## config.mk

```make
export PLATFORM = sky130hd
export DESIGN_NAME = sccb_lut_loader_flat
export DESIGN_NICKNAME = d
export VERILOG_FILES = /design/src/rtl/sccb_lut_loader_if.sv /design/src/rtl/sccb_lut_loader.sv /design/src/flat_wrapper.sv
export SDC_FILE = /design/constraint.sdc
export NUM_CORES = 1
export LEC_CHECK = 0
export BUFFER_PORTS_ARGS = -buffer_cell sky130_fd_sc_hd__buf_2
export CORE_ASPECT_RATIO = 1.75
export CORE_MARGIN = 2
export CORE_UTILIZATION = 50
export DETAILED_ROUTE_END_ITERATION = 7
export GPL_TIMING_DRIVEN = 0
export HOLD_SLACK_MARGIN = 0.1
export PLACE_DENSITY = 0.74
export SLEW_MARGIN = 20
export SYNTH_ARGS = -nofsm -noshare
export SYNTH_HDL_FRONTEND = slang
export SYNTH_SLANG_ARGS = --single-unit
```

## constraint.sdc

```tcl
create_clock -name iCLK -period 2.85 [get_ports iCLK]
set_input_delay 0.4275 -clock iCLK [delete_from_list [all_inputs] [get_ports iCLK]]
set_output_delay 0.4275 -clock iCLK [all_outputs]
set_load 0.01 [all_outputs]
```

## src/rtl/sccb_lut_loader_if.sv

```systemverilog
// Byte-stream, response and LUT-write signals of the OV7670 LUT loader.
// The master side is the loader; the slave side is the UART/config fabric.
interface sccb_lut_loader_if;
   logic [7:0]  rx_data;
   logic        rx_valid;
   logic        rx_ready;
   logic [7:0]  tx_data;
   logic        tx_valid;
   logic        tx_ready;
   logic        w_enable;
   logic [7:0]  w_addr;
   logic [15:0] w_data;

   modport master (
      input  rx_data, rx_valid, tx_ready,
      output rx_ready, tx_data, tx_valid,
      output w_enable, w_addr, w_data
   );

   modport slave (
      output rx_data, rx_valid, tx_ready,
      input  rx_ready, tx_data, tx_valid,
      input  w_enable, w_addr, w_data
   );
endinterface

```

## src/rtl/sccb_lut_loader.sv

```systemverilog
// Parses SYNC/ADDR/DHI/DLO/CHK frames from the UART, writes the SCCB
// register LUT on a good checksum and answers each frame with ACK or NAK.
module sccb_lut_loader #(
   parameter logic [7:0] SYNC_BYTE      = 8'hA5,
   parameter logic [7:0] ACK_BYTE       = 8'h06,
   parameter logic [7:0] NAK_BYTE       = 8'h15,
   parameter int         TIMEOUT_CYCLES = 250000
) (
   input  logic        iCLK,
   input  logic        iRST,
   sccb_lut_loader_if.master bus,
   output logic [7:0]  frame_cnt,
   output logic [7:0]  err_cnt,
   output logic        busy
);

   localparam int TW = $clog2(TIMEOUT_CYCLES + 1);
   localparam logic [TW-1:0] TMAX = TW'(TIMEOUT_CYCLES - 1);

   typedef enum logic [2:0] {
      S_IDLE, S_ADDR, S_DHI, S_DLO, S_CHK, S_WRITE, S_RESP
   } state_e;

   state_e      state_q, state_d;
   logic [7:0]  addr_q, addr_d;
   logic [7:0]  dhi_q, dhi_d;
   logic [7:0]  dlo_q, dlo_d;
   logic [7:0]  waddr_q, waddr_d;
   logic [15:0] wdata_q, wdata_d;
   logic [7:0]  tx_q, tx_d;
   logic [7:0]  fcnt_q, fcnt_d;
   logic [7:0]  ecnt_q, ecnt_d;
   logic [TW-1:0] tmo_q, tmo_d;

   logic       rdy;
   logic       accept;
   logic       in_frame;
   logic       tmo_hit;
   logic [7:0] ecnt_inc;

   assign rdy      = (state_q == S_IDLE) || (state_q == S_ADDR) ||
                     (state_q == S_DHI)  || (state_q == S_DLO)  ||
                     (state_q == S_CHK);
   assign in_frame = rdy && (state_q != S_IDLE);
   assign accept   = rdy && bus.rx_valid;
   // A byte landing on the expiry cycle wins over the timeout.
   assign tmo_hit  = in_frame && !accept && (tmo_q == TMAX);
   assign ecnt_inc = (ecnt_q == 8'hFF) ? ecnt_q : ecnt_q + 8'd1;

   always_comb begin
      state_d      = state_q;
      addr_d       = addr_q;
      dhi_d        = dhi_q;
      dlo_d        = dlo_q;
      waddr_d      = waddr_q;
      wdata_d      = wdata_q;
      tx_d         = tx_q;
      fcnt_d       = fcnt_q;
      ecnt_d       = ecnt_q;
      tmo_d        = '0;
      bus.w_enable = 1'b0;
      bus.tx_valid = 1'b0;

      if (in_frame && !accept) tmo_d = tmo_q + TW'(1);

      unique case (state_q)
         S_IDLE: begin
            if (accept && bus.rx_data == SYNC_BYTE) state_d = S_ADDR;
         end
         S_ADDR: begin
            if (accept) begin
               addr_d  = bus.rx_data;
               state_d = S_DHI;
            end
         end
         S_DHI: begin
            if (accept) begin
               dhi_d   = bus.rx_data;
               state_d = S_DLO;
            end
         end
         S_DLO: begin
            if (accept) begin
               dlo_d   = bus.rx_data;
               state_d = S_CHK;
            end
         end
         S_CHK: begin
            if (accept) begin
               if (bus.rx_data == (addr_q ^ dhi_q ^ dlo_q)) begin
                  waddr_d = addr_q;
                  wdata_d = {dhi_q, dlo_q};
                  state_d = S_WRITE;
               end else begin
                  tx_d    = NAK_BYTE;
                  ecnt_d  = ecnt_inc;
                  state_d = S_RESP;
               end
            end
         end
         S_WRITE: begin
            bus.w_enable = 1'b1;
            fcnt_d       = fcnt_q + 8'd1;
            tx_d         = ACK_BYTE;
            state_d      = S_RESP;
         end
         S_RESP: begin
            bus.tx_valid = 1'b1;
            if (bus.tx_ready) state_d = S_IDLE;
         end
         default: state_d = S_IDLE;
      endcase

      if (tmo_hit) begin
         tx_d    = NAK_BYTE;
         ecnt_d  = ecnt_inc;
         state_d = S_RESP;
      end
   end

   always_ff @(posedge iCLK or posedge iRST) begin
      if (iRST) begin
         state_q <= S_IDLE;
         addr_q  <= '0;
         dhi_q   <= '0;
         dlo_q   <= '0;
         waddr_q <= '0;
         wdata_q <= '0;
         tx_q    <= '0;
         fcnt_q  <= '0;
         ecnt_q  <= '0;
         tmo_q   <= '0;
      end else begin
         state_q <= state_d;
         addr_q  <= addr_d;
         dhi_q   <= dhi_d;
         dlo_q   <= dlo_d;
         waddr_q <= waddr_d;
         wdata_q <= wdata_d;
         tx_q    <= tx_d;
         fcnt_q  <= fcnt_d;
         ecnt_q  <= ecnt_d;
         tmo_q   <= tmo_d;
      end
   end

   assign bus.rx_ready = rdy;
   assign bus.tx_data  = tx_q;
   assign bus.w_addr   = waddr_q;
   assign bus.w_data   = wdata_q;
   assign frame_cnt    = fcnt_q;
   assign err_cnt      = ecnt_q;
   assign busy         = (state_q != S_IDLE);

endmodule

```

## src/flat_wrapper.sv

```systemverilog
// flat-port wrapper written by rule: the top's interface ports become plain ports
module sccb_lut_loader_flat 
#(
   parameter logic [7:0] SYNC_BYTE      = 8'hA5,
   parameter logic [7:0] ACK_BYTE       = 8'h06,
   parameter logic [7:0] NAK_BYTE       = 8'h15,
   parameter int         TIMEOUT_CYCLES = 250000
)
  (iCLK, iRST, frame_cnt, err_cnt, busy, bus_rx_data, bus_rx_valid, bus_tx_ready, bus_rx_ready, bus_tx_data, bus_tx_valid, bus_w_enable, bus_w_addr, bus_w_data);
  sccb_lut_loader_if bus_i ();
  input  logic iCLK;
  input  logic iRST;
  output logic [7:0] frame_cnt;
  output logic [7:0] err_cnt;
  output logic busy;
  input wire logic [$bits(bus_i.rx_data)-1:0] bus_rx_data;
  input wire logic [$bits(bus_i.rx_valid)-1:0] bus_rx_valid;
  input wire logic [$bits(bus_i.tx_ready)-1:0] bus_tx_ready;
  output wire logic [$bits(bus_i.rx_ready)-1:0] bus_rx_ready;
  output wire logic [$bits(bus_i.tx_data)-1:0] bus_tx_data;
  output wire logic [$bits(bus_i.tx_valid)-1:0] bus_tx_valid;
  output wire logic [$bits(bus_i.w_enable)-1:0] bus_w_enable;
  output wire logic [$bits(bus_i.w_addr)-1:0] bus_w_addr;
  output wire logic [$bits(bus_i.w_data)-1:0] bus_w_data;
  assign bus_i.rx_data = bus_rx_data;
  assign bus_i.rx_valid = bus_rx_valid;
  assign bus_i.tx_ready = bus_tx_ready;
  assign bus_rx_ready = bus_i.rx_ready;
  assign bus_tx_data = bus_i.tx_data;
  assign bus_tx_valid = bus_i.tx_valid;
  assign bus_w_enable = bus_i.w_enable;
  assign bus_w_addr = bus_i.w_addr;
  assign bus_w_data = bus_i.w_data;
  sccb_lut_loader #(.SYNC_BYTE(SYNC_BYTE), .ACK_BYTE(ACK_BYTE), .NAK_BYTE(NAK_BYTE), .TIMEOUT_CYCLES(TIMEOUT_CYCLES)) u_core (.iCLK(iCLK), .iRST(iRST), .bus(bus_i), .frame_cnt(frame_cnt), .err_cnt(err_cnt), .busy(busy));
endmodule
```

==> reports/results.txt, run 1 <==
global placement routability congestion - 0.864
cts repair resizes - 0
Placed Area - 4640 sq um
post-synthesis area per instance - 12.5 sq um
full die area - 9180 sq um
Mapped Area - 4200 sq um
CTS clk-pin slew, worst paths - 0.06 ns
via count - 2743
Synth Instances - 336
clock buffer depth - 2
nets@finish - 424
HP Class - in -> async
area leader, netlist - dfrtp_1
Critical Path Fanout Max - 9
IO Count - 64
R2R Setup Slk - 0.42 ns
maxcap violations - 0
Worst Setup SP - u_core.tmo_q[0]$_DFF_PP0_
Port Buffers - 58
final hold violations - 0
Sw Share - 29.2%
Synth top cells by count - dfrtp_1 (88), xnor2_1 (33), mux2_2 (30)
Tmin final - 2.43 ns
most common cell in the netlist - dfrtp_1
Final Max Tran Viols - 0
part of the power in combinational logic - 24.8%
CTS H-tree depth - 3
1st-pass router iterations - 4
Initial Util - 51.2%
Slew @ Worst Pin - 0.746 ns
synth warn - 0
Slew Limit Headroom - 50.0%
Post-DRT Antenna Nets - 0
worst path arrival time - 2.65 ns
Main synth FF type - dfrtp_1
# DRC - 0
largest net degree at the start of global routing - 55
Reg power frac - 43.5%
# hold bufs at CTS - 0
reg2reg end - u_core.err_cnt[1]$_DFFE_PP0P_
root buf cell - clkbuf_16
status - completed
layout cells sized above 1 - 35.0%
Clock Sinks - 88
Post-synth EDFFs - 0
Core Rows - 44
core area - 8200 sq um
Max VDD drop - 572 uV
CTS tree - yes
WL per Instance - 16.0 um
Final Instance Count excl. Fillers - 506
vias per inst - 5.42
dpl cells - 490
Setup WS pre-CTS - 0.384 ns
Setup TNS Final - 0 ns
GRT overflow - 0
post-route cell area - 4960 sq um
Tot GR Track Use - 19.3%
Antenna Cells - 0
later-pin clock latency in the skew report - 0.33 ns
startpoint types - register
Area contributors post-synth - dfrtp_1 (52%), mux2_2 (8.0%), mux2_4 (7.1%), xnor2_1 (6.9%), xor2_1 (4.2%)
DR iter-0 viols - 112
global-route wire length before repair - 13600 um
Worst setup endpoint - u_core.err_cnt[1]$_DFFE_PP0P_
fin crit share - 85.4%
Total Routed Length - 8120 um
# Post-CTS Setup Buffers - 0
CP Class - reg -> reg
Seq/Total Area, Yosys - 52.4%
Pint - 0.00280 W
Worst Reg-to-Reg Cells - 7
vias in the first global route - 2836
Yosys top cell area share - 52.4%
Die Span X - 73.3 um
Pleak - 2.46 nW
Max Freq - 0.411 GHz
reg-to-reg startpoint - u_core.tmo_q[0]$_DFF_PP0_
DP HPWL - 5880 um
Async S/R FF share, synth - 100%
CP Capture Type - register
Final setup viols - 0
Inserted Clock Buffers - 9
FF+latch count, synth - 88
Clock power frac - 31.7%
slack of the critical path - 0.416 ns
Yosys cell types - 48
PD cells - 797 nW/um^2
Worst EP required - 3.07 ns
Synth-to-Final Area Change - 18.1%
Final Skew - 0.00564 ns
initial antenna violation count - 0
DIE HEIGHT - 125 um
unrepaired setup endpoints after global routing - false
Switch Pwr - 0.00115 W
## metal layers
layer	GRT usage [%]	part of all wire, %	up-vias
li1	-	-	1307
met1	22.3	39	1354
met2	33.4	55	68
met3	4.19	4.2	14
met4	8.39	2.1	0
met5	0	0	-
## sequential cells by signal, summed over array words and instances, names as in the netlist
signal	cells
u_core.frame_cnt	8
u_core.addr_q	8
u_core.err_cnt	8
u_core.bus.w_data	16
u_core.dhi_q	8
u_core.tmo_q	18
u_core.state_q	3
u_core.dlo_q	8
u_core.bus.tx_data	3
u_core.bus.w_addr	8
## worst min-delay path by stage
stage | cells after the start | end | startpoint | slack [ns]
2_1_floorplan | 1 | u_core.tmo_q[0]$_DFF_PP0_ | u_core.tmo_q[0]$_DFF_PP0_ | 0.43
3_3_place_gp | 1 | u_core.tmo_q[0]$_DFF_PP0_ | u_core.tmo_q[0]$_DFF_PP0_ | 0.45
3_5_place_dp | 1 | u_core.tmo_q[0]$_DFF_PP0_ | u_core.tmo_q[0]$_DFF_PP0_ | 0.46
4_1_cts | 2 | u_core.bus.w_data[2]$_DFFE_PP0P_ | iRST | 0.22
5_1_grt | 2 | u_core.bus.w_addr[0]$_DFFE_PP0P_ | iRST | 0.28
6_report | 2 | u_core.bus.w_addr[3]$_DFFE_PP0P_ | iRST | 0.20
## final cells by class
cell class | instances | area, sq um
well taps | 92 | 115
plain buffers | 17 | 125
flip-flops and latches | 88 | 2200
inverters | 5 | 21.3
clock buffers | 11 | 243
fillers | 671 | 3240
clock inverters | 5 | 80.1
multi-input cells | 229 | 1870
repair buffers | 59 | 310
## critical path, stage by stage (launching register included)
cell	delay, ns
dfrtp_1	0.36
ha_1	0.18
and3_1	0.15
clkbuf_1	0.25
nand4_1	0.27
nor3_2	0.51
o21a_1	0.25
mux2_2	0.34
## stage by stage
stage | power (W) | hold slack (ns) | util, %
floorplan | 0.00245 | 0.425 | -
global placement | 0.00269 | 0.447 | 56.3
detailed placement | 0.00273 | 0.456 | 56.6
CTS | 0.00400 | 0.220 | 60.5
global route | 0.00417 | 0.279 | 60.5
finish | 0.00395 | 0.196 | 60.5
## cell usage in the layout (no fill, tap or decap), types with 3 or more instances in the layout
cell type | netlist | final
xor2_1 | 20 | 20
o21ai_0 | 4 | 4
o21a_1 | 3 | 3
nand4_1 | 4 | 4
nor3_1 | 3 | 3
and2_1 | 3 | 3
nand2_1 | 13 | 13
inv_1 | 5 | 4
buf_12 | 2 | 3
nor2_1 | 22 | 22
o211ai_1 | 5 | 5
clkbuf_1 | 6 | 7
nor2b_1 | 3 | 3
conb_1 | 1 | 4
and4_1 | 3 | 3
xnor2_1 | 33 | 33
dfrtp_1 | 88 | 88
ha_1 | 3 | 3
nand3_1 | 16 | 16
clkbuf_16 | 0 | 9
buf_2 | 2 | 60
and3_1 | 12 | 12
buf_4 | 5 | 5
nor3b_1 | 4 | 4
mux2_4 | 20 | 20
mux2_2 | 30 | 30
## power groups by stage
stage / clock network [W] / registers, W / logic (W)
floorplan: 0 / 0.00173 / 0.000726
global placement: 0 / 0.00173 / 0.000961
detailed placement: 0 / 0.00174 / 0.000990
CTS: 0.00128 / 0.00172 / 0.000997
global route: 0.00133 / 0.00175 / 0.00108
finish: 0.00125 / 0.00172 / 0.000980
## kinds of logic after synthesis
kind of cell / synth area share [%]
simple gates: 13.2
other cells: 0.0893
mux: 15.2
xor+xnor: 11.1
fa+ha+maj: 0.894
compound gates: 3.75
buf+inv: 3.43
flops: 52.4
Note: power is estimated with default switching activity, not from simulation.
==> run 2, diff against run 1 <==
--- a/config.mk
+++ b/config.mk
@@ -13,6 +13,7 @@
 export GPL_TIMING_DRIVEN = 0
 export HOLD_SLACK_MARGIN = 0.1
 export PLACE_DENSITY = 0.74
+export SETUP_SLACK_MARGIN = 0.5
 export SLEW_MARGIN = 20
 export SYNTH_ARGS = -nofsm -noshare
 export SYNTH_HDL_FRONTEND = slang
==> run 2 against run 1 <==
Net effect: sequential share of layout area decreased by 0.54 points; power decreased by 0.17%; flip-flop and latch count unchanged; critical endpoint is now u_core.state_q[1]$_DFFE_PP0P_; sequential power about the same.
==> reports/results.txt, run 2 (synthesis results as in run 1) <==
Final setup viols - 0 (unchanged)
Slew Limit Headroom - 48.1% (-1.9 points)
Inserted Clock Buffers - 9 (unchanged)
dpl cells - 491 (+0.20%)
slack of the critical path - 0.558 ns (+0.141 ns)
GRT overflow - 0 (unchanged)
CTS tree - yes
initial antenna violation count - 0 (unchanged)
Final Max Tran Viols - 0 (unchanged)
Core Rows - 44 (unchanged)
Tmin final - 2.29 ns (-0.141 ns)
# DRC - 0 (unchanged)
full die area - 9180 sq um (unchanged)
most common cell after layout, fill and taps aside - dfrtp_1
root buf cell - clkbuf_16
unrepaired setup endpoints after global routing - false
later-pin clock latency in the skew report - 0.34 ns (about the same)
maxcap violations - 0 (unchanged)
# fillers - 664 (-1.0%)
largest net degree at the start of global routing - 35 (-36%)
Worst Setup SP - u_core.tmo_q[11]$_DFF_PP0_
final hold violations - 0 (unchanged)
reg-to-reg startpoint - u_core.tmo_q[11]$_DFF_PP0_
DR iter-0 viols - 123 (+9.8%)
Max VDD drop - 610 uV (+6.5%)
core area - 8200 sq um (unchanged)
Die Span X - 73.3 um (unchanged)
DP HPWL - 5850 um (-0.49%)
vias in the first global route - 2874 (+1.3%)
Slew @ Worst Pin - 0.775 ns (+0.0291 ns)
Pleak - 2.51 nW (+2.1%)
Max Freq - 0.436 GHz (+6.2%)
max reg flops - 18 (unchanged)
CTS clk-pin slew, worst paths - 0.06 ns (about the same)
HP Class - in -> async
Final Skew - 0.00648 ns (+0.000836 ns)
Synth-to-Final Area Change - 19.6%
global placement routability congestion - 0.825 (-4.5%)
CTS H-tree depth - 3 (unchanged)
Setup TNS Final - 0 ns (unchanged)
worst path arrival time - 2.54 ns (-0.11 ns)
global-route wire length before repair - 13600 um (-0.20%)
Clock Sinks - 88 (unchanged)
Antenna Cells - 0 (unchanged)
CP Class - reg -> reg
Top reg by flops - u_core.tmo_q
IO Count - 64 (unchanged)
via count - 2750 (+0.26%)
DIE HEIGHT - 125 um (unchanged)
Worst EP required - 3.09 ns (+0.02 ns)
Initial Util - 51.2% (unchanged)
1st-pass router iterations - 4 (unchanged)
Total Routed Length - 8150 um (+0.44%)
Port Buffers - 58 (unchanged)
fin crit share - 80.4% (-5.0 points)
clock buffer depth - 2 (unchanged)
nets@finish - 430 (+1.4%)
final core occ - 61.2% (+0.75 points)
commonest cells after routing, fill and taps aside - dfrtp_1 (88), buf_2 (58), xnor2_1 (33), mux2_2 (30), nor2_1 (22)
PD cells - 786 nW/um^2 (-1.4%)
layout cells sized above 1 - 36.0% (+0.93 points)
Tot GR Track Use - 19.0% (-0.35 points)
Setup WS pre-CTS - 0.352 ns (-0.0312 ns)
startpoint types - register
CP Capture Type - register
Post-DRT Antenna Nets - 0 (unchanged)
Critical Path Fanout Max - 5 (-4)
Total Power - 0.00395 W (-0.17%)
status - completed
vias per inst - 5.37 (-0.92%)
Final Instance Count excl. Fillers - 512 (+1.2%)
WL per Instance - 15.9 um (-0.73%)
-- run 2: final cells by class --
type	count	area (sq um)	share of cell area (%)
clock buffers	13	260	5.18
multi-input cells	229	1880	37.4
well taps	92	115	2.29
clock inverters	3	40.0	0.797
repair buffers	65	368	7.32
plain buffers	17	135	2.69
inverters	5	22.5	0.448
flip-flops and latches	88	2200	43.8
-- run 2: through the flow --
step | hold slack (ns) | instance area [sq um]
after floorplan | 0.425 | 4220
after global placement | 0.446 | 4620
after detailed placement | 0.451 | 4660
after CTS | 0.132 | 4980
after global routing | 0.167 | 5020
final | 0.126 | 5020
-- run 2: final timing paths --
path	end	slack, ns	depth (start not counted)
max	u_core.state_q[1]$_DFFE_PP0P_	0.56	6
min	u_core.dlo_q[2]$_DFFE_PP0P_	0.13	2
max reg2reg	u_core.state_q[1]$_DFFE_PP0P_	0.56	6
min reg2reg	u_core.bus.tx_data[2]$_DFFE_PP0P_	0.46	1
max in group asynchronous	u_core.addr_q[7]$_DFFE_PP0P_	1.95	4
min in group iCLK	u_core.addr_q[1]$_DFFE_PP0P_	0.39	2
-- run 2: per-layer routing --
metal | wire length [um] | global-route usage (%) | vias to the layer above
met5 | 0 | 0 | -
met4 | 146 | 8.28 | 0
met3 | 347 | 4.43 | 9
met2 | 4380 | 32.6 | 66
met1 | 3280 | 21.9 | 1358
li1 | - | - | 1317
-- run 2: worst max-delay path, stage by stage (launching register included) --
cell and delay, ns:
dfrtp_1 0.43, or4_1 0.57, nor2_1 0.15, nand2_1 0.12, or3_4 0.38, a311o_1 0.37, a32oi_1 0.18
-- run 2: power by group --
group          total [W]  leakage (nW)  switching (W)  internal (W)
registers        0.00172          1.18       0.000224       0.00149
clock network    0.00118         0.150       0.000452      0.000724
logic            0.00105          1.18       0.000506      0.000547
-- run 2: timing repair --
action,CTS,global route
pin swaps,0,7
setup buffers,0,5
endpoints found under the setup margin,21,24
hold buffers,0,0
gates resized for setup,2,6
==> run 3, diff against run 2 <==
==> constraint.sdc (replaced) <==
create_clock -name iCLK -period 2 [get_ports iCLK]
set_input_delay 0.3 -clock iCLK [delete_from_list [all_inputs] [get_ports iCLK]]
set_output_delay 0.3 -clock iCLK [all_outputs]
set_load 0.01 [all_outputs]
==> run 3 against run 2 <==
Net effect: the flow now finishes with violations (negative setup slack); largest cell class is now multi-input gates; hold slack gained 0.14 ns; die area is the same; via count grew 19%; setup slack lost 0.80 ns; critical path type unchanged.
==> reports/results.txt, run 3 (synthesis results as in run 1) <==
Tmin final - 2.24 ns (-0.0547 ns)
fin crit share - 112% (+31 points)
Total Routed Length - 12300 um (+50%)
final core occ - 78.1% (+17 points)
CTS clk-pin slew, worst paths - 0.06 ns (about the same)
Pint - 0.00448 W (+62%)
later-pin clock latency in the skew report - 0.35 ns (about the same)
Post-DRT Antenna Nets - 0 (unchanged)
Critical Path Fanout Max - 10 (+5)
Final Skew - 0.00781 ns (+0.00133 ns)
slack of the critical path - -0.238 ns (-0.795 ns)
Setup TNS Final - -6.70 ns (-6.70 ns)
vias in the first global route - 3258 (+13%)
WL per Instance - 21.1 um (+33%)
GRT overflow - 0 (unchanged)
vias per inst - 5.66 (+5.4%)
clock buffer depth - 2 (unchanged)
PD cells - 1050 nW/um^2 (+34%)
Antenna Cells - 0 (unchanged)
Synth-to-Final Area Change - 52.5%
worst path arrival time - 2.46 ns (-0.08 ns)
max reg flops - 18 (unchanged)
Max VDD drop - 743 uV (+22%)
Port Buffers - 58 (unchanged)
part of the power in combinational logic - 39.6% (+13 points)
Worst EP required - 2.23 ns (-0.86 ns)
Pleak - 3.12 nW (+24%)
Inserted Clock Buffers - 9 (unchanged)
commonest cells after routing, fill and taps aside - dfrtp_1 (85), buf_2 (56), mux2_4 (45), buf_4 (42), buf_6 (33)
Final setup viols - 53 (+53)
DP HPWL - 5790 um (-1.0%)
Fin Hold WS - 0.270 ns (+0.143 ns)
Clock Sinks - 88 (unchanged)
status - finished with violations
Initial Util - 51.2% (unchanged)
global placement routability congestion - 0.853 (+3.4%)
layout cells sized above 1 - 61.1% (+25 points)
full die area - 9180 sq um (unchanged)
Sw Share - 33.3% (+3.4 points)
CTS H-tree depth - 3 (unchanged)
slowest CP cell - dfrtp_1
Die Span X - 73.3 um (unchanged)
largest net degree at the start of global routing - 36 (+2.9%)
final hold violations - 0 (unchanged)
ordered cell list for the critical path - xor2_1 -> xnor2_1 -> nor4_2 -> buf_4 -> nand2_2 -> or2_1 -> buf_6 -> buf_12 -> mux2_4
failing checks - negative setup slack
initial antenna violation count - 0 (unchanged)
global-route wire length before repair - 16000 um (+18%)
Slew @ Worst Pin - 0.661 ns (-0.115 ns)
Final Max Tran Viols - 0 (unchanged)
most common cell after layout, fill and taps aside - dfrtp_1
IO Count - 64 (unchanged)
Tot GR Track Use - 22.8% (+3.9 points)
nets@finish - 498 (+16%)
# DRC - 0 (unchanged)
1st-pass router iterations - 5 (+1)
Top reg by flops - u_core.tmo_q
Crit path largest cell delay - 0.41 ns (-0.16 ns)
CP Capture Type - register
# fillers - 467 (-30%)
HP Class - in -> reg
via count - 3282 (+19%)
Slew Limit Headroom - 55.6% (+7.5 points)
root buf cell - clkbuf_16
Reg power frac - 37.2% (-6.3 points)
DIE HEIGHT - 125 um (unchanged)
FF+latch area - 2210 sq um (+0.17%)
unrepaired setup endpoints after global routing - true
Switch Pwr - 0.00224 W (+90%)
Max Freq - 0.447 GHz (+2.4%)
core area - 8200 sq um (unchanged)
startpoint types - register
multi-input logic area - 2520 sq um (+34%)
R2R Setup Slk - -0.24 ns (-0.80 ns)
maxcap violations - 0 (unchanged)
CTS tree - yes
Clock power frac - 23.2% (-6.6 points)
CP Class - reg -> reg
DR iter-0 viols - 183 (+49%)
Core Rows - 44 (unchanged)
## run 3: changes by cell type in the layout (fill, tap and decap cells not counted), moves of 5 or more
cell / delta
xor2_2: +5
nor2_1: -18
mux2_4: +25
nand3_1: -12
nor2_4: +15
mux2_2: -25
xnor2_1: -12
buf_6: +31
nand3_4: +7
xor2_1: -5
buf_8: +5
nand3_2: +6
buf_4: +31
xnor2_2: +11
## run 3: timing repair
| action | 4_1_cts | 5_1_grt |
|---|---|---|
| pin swaps | 57 | 33 |
| endpoints found under the hold margin | 26 | 0 |
| gates resized for setup | 99 | 89 |
| endpoints found under the setup margin | 80 | 127 |
| gates cloned | 2 | 2 |
| buffers inserted | 44 | 24 |
| hold buffers | 1 | 0 |
## run 3: worst max-delay path: cells and delay by family (launching register included)
family | cells | cell delay (ns)
xor gates and xnor gates | 2 | 0.35
buffers and inverters | 3 | 0.47
DFF | 1 | 0.41
muxes | 1 | 0.29
and+or+nand+nor | 3 | 0.59
## run 3: power by group through the flow
stage          Combinational [W]  Sequential (W)  Clock, W
2_1_floorplan            0.00107         0.00246         0
3_3_place_gp             0.00142         0.00247         0
3_5_place_dp             0.00148         0.00250         0
4_1_cts                  0.00209         0.00244   0.00156
5_1_grt                  0.00280         0.00253   0.00165
6_report                 0.00266         0.00250   0.00156
## run 3: path summary, 6_finish.rpt
| path | from | end | cells after the start |
|---|---|---|---|
| min in group asynchronous | iRST | u_core.bus.w_data[8]$_DFFE_PP0P_ | 3 |
| max in group asynchronous | iRST | u_core.tmo_q[5]$_DFF_PP0_ | 5 |
| worst max-delay path | u_core.addr_q[0]$_DFFE_PP0P_ | u_core.bus.w_addr[1]$_DFFE_PP0P_ | 9 |
| worst min register to register | u_core.frame_cnt[7]$_DFFE_PP0P_ | u_core.frame_cnt[7]$_DFFE_PP0P_ | 1 |
| worst min-delay path | bus_rx_data[1] | u_core.dlo_q[1]$_DFFE_PP0P_ | 2 |
| worst max register to register | u_core.addr_q[0]$_DFFE_PP0P_ | u_core.bus.w_addr[1]$_DFFE_PP0P_ | 9 |
## run 3: layer usage
layer / vias up / GRT usage (%) / wire length, um / part of all wire, %
met5: - / 0 / 0 / 0
met4: 0 / 9.69 / 570 / 4.6
met3: 38 / 5.32 / 429 / 3.5
met2: 107 / 39.2 / 6870 / 56
met1: 1689 / 26.5 / 4390 / 36
li1: 1448 / - / - / -
## run 3: cell type report
cell class / instances / area share (%)
multi-input cells: 230 / 39.3
repair buffers: 131 / 16.5
flip-flops and latches: 88 / 34.4
clock buffers: 13 / 3.91
inverters: 5 / 0.508
well taps: 92 / 1.80
repair inverters: 1 / 0.0781
plain buffers: 17 / 3.18
clock inverters: 3 / 0.273
## run 3: per-stage QoR
step	area, sq um	setup slack, ns	total power (W)	cells
global route	6410	-0.293	0.00699	580
global placement	4670	-0.289	0.00389	489
detailed placement	4710	-0.307	0.00398	491
CTS	5790	-0.144	0.00609	554
finish	6410	-0.238	0.00672	580
floorplan	4270	-0.0444	0.00354	339
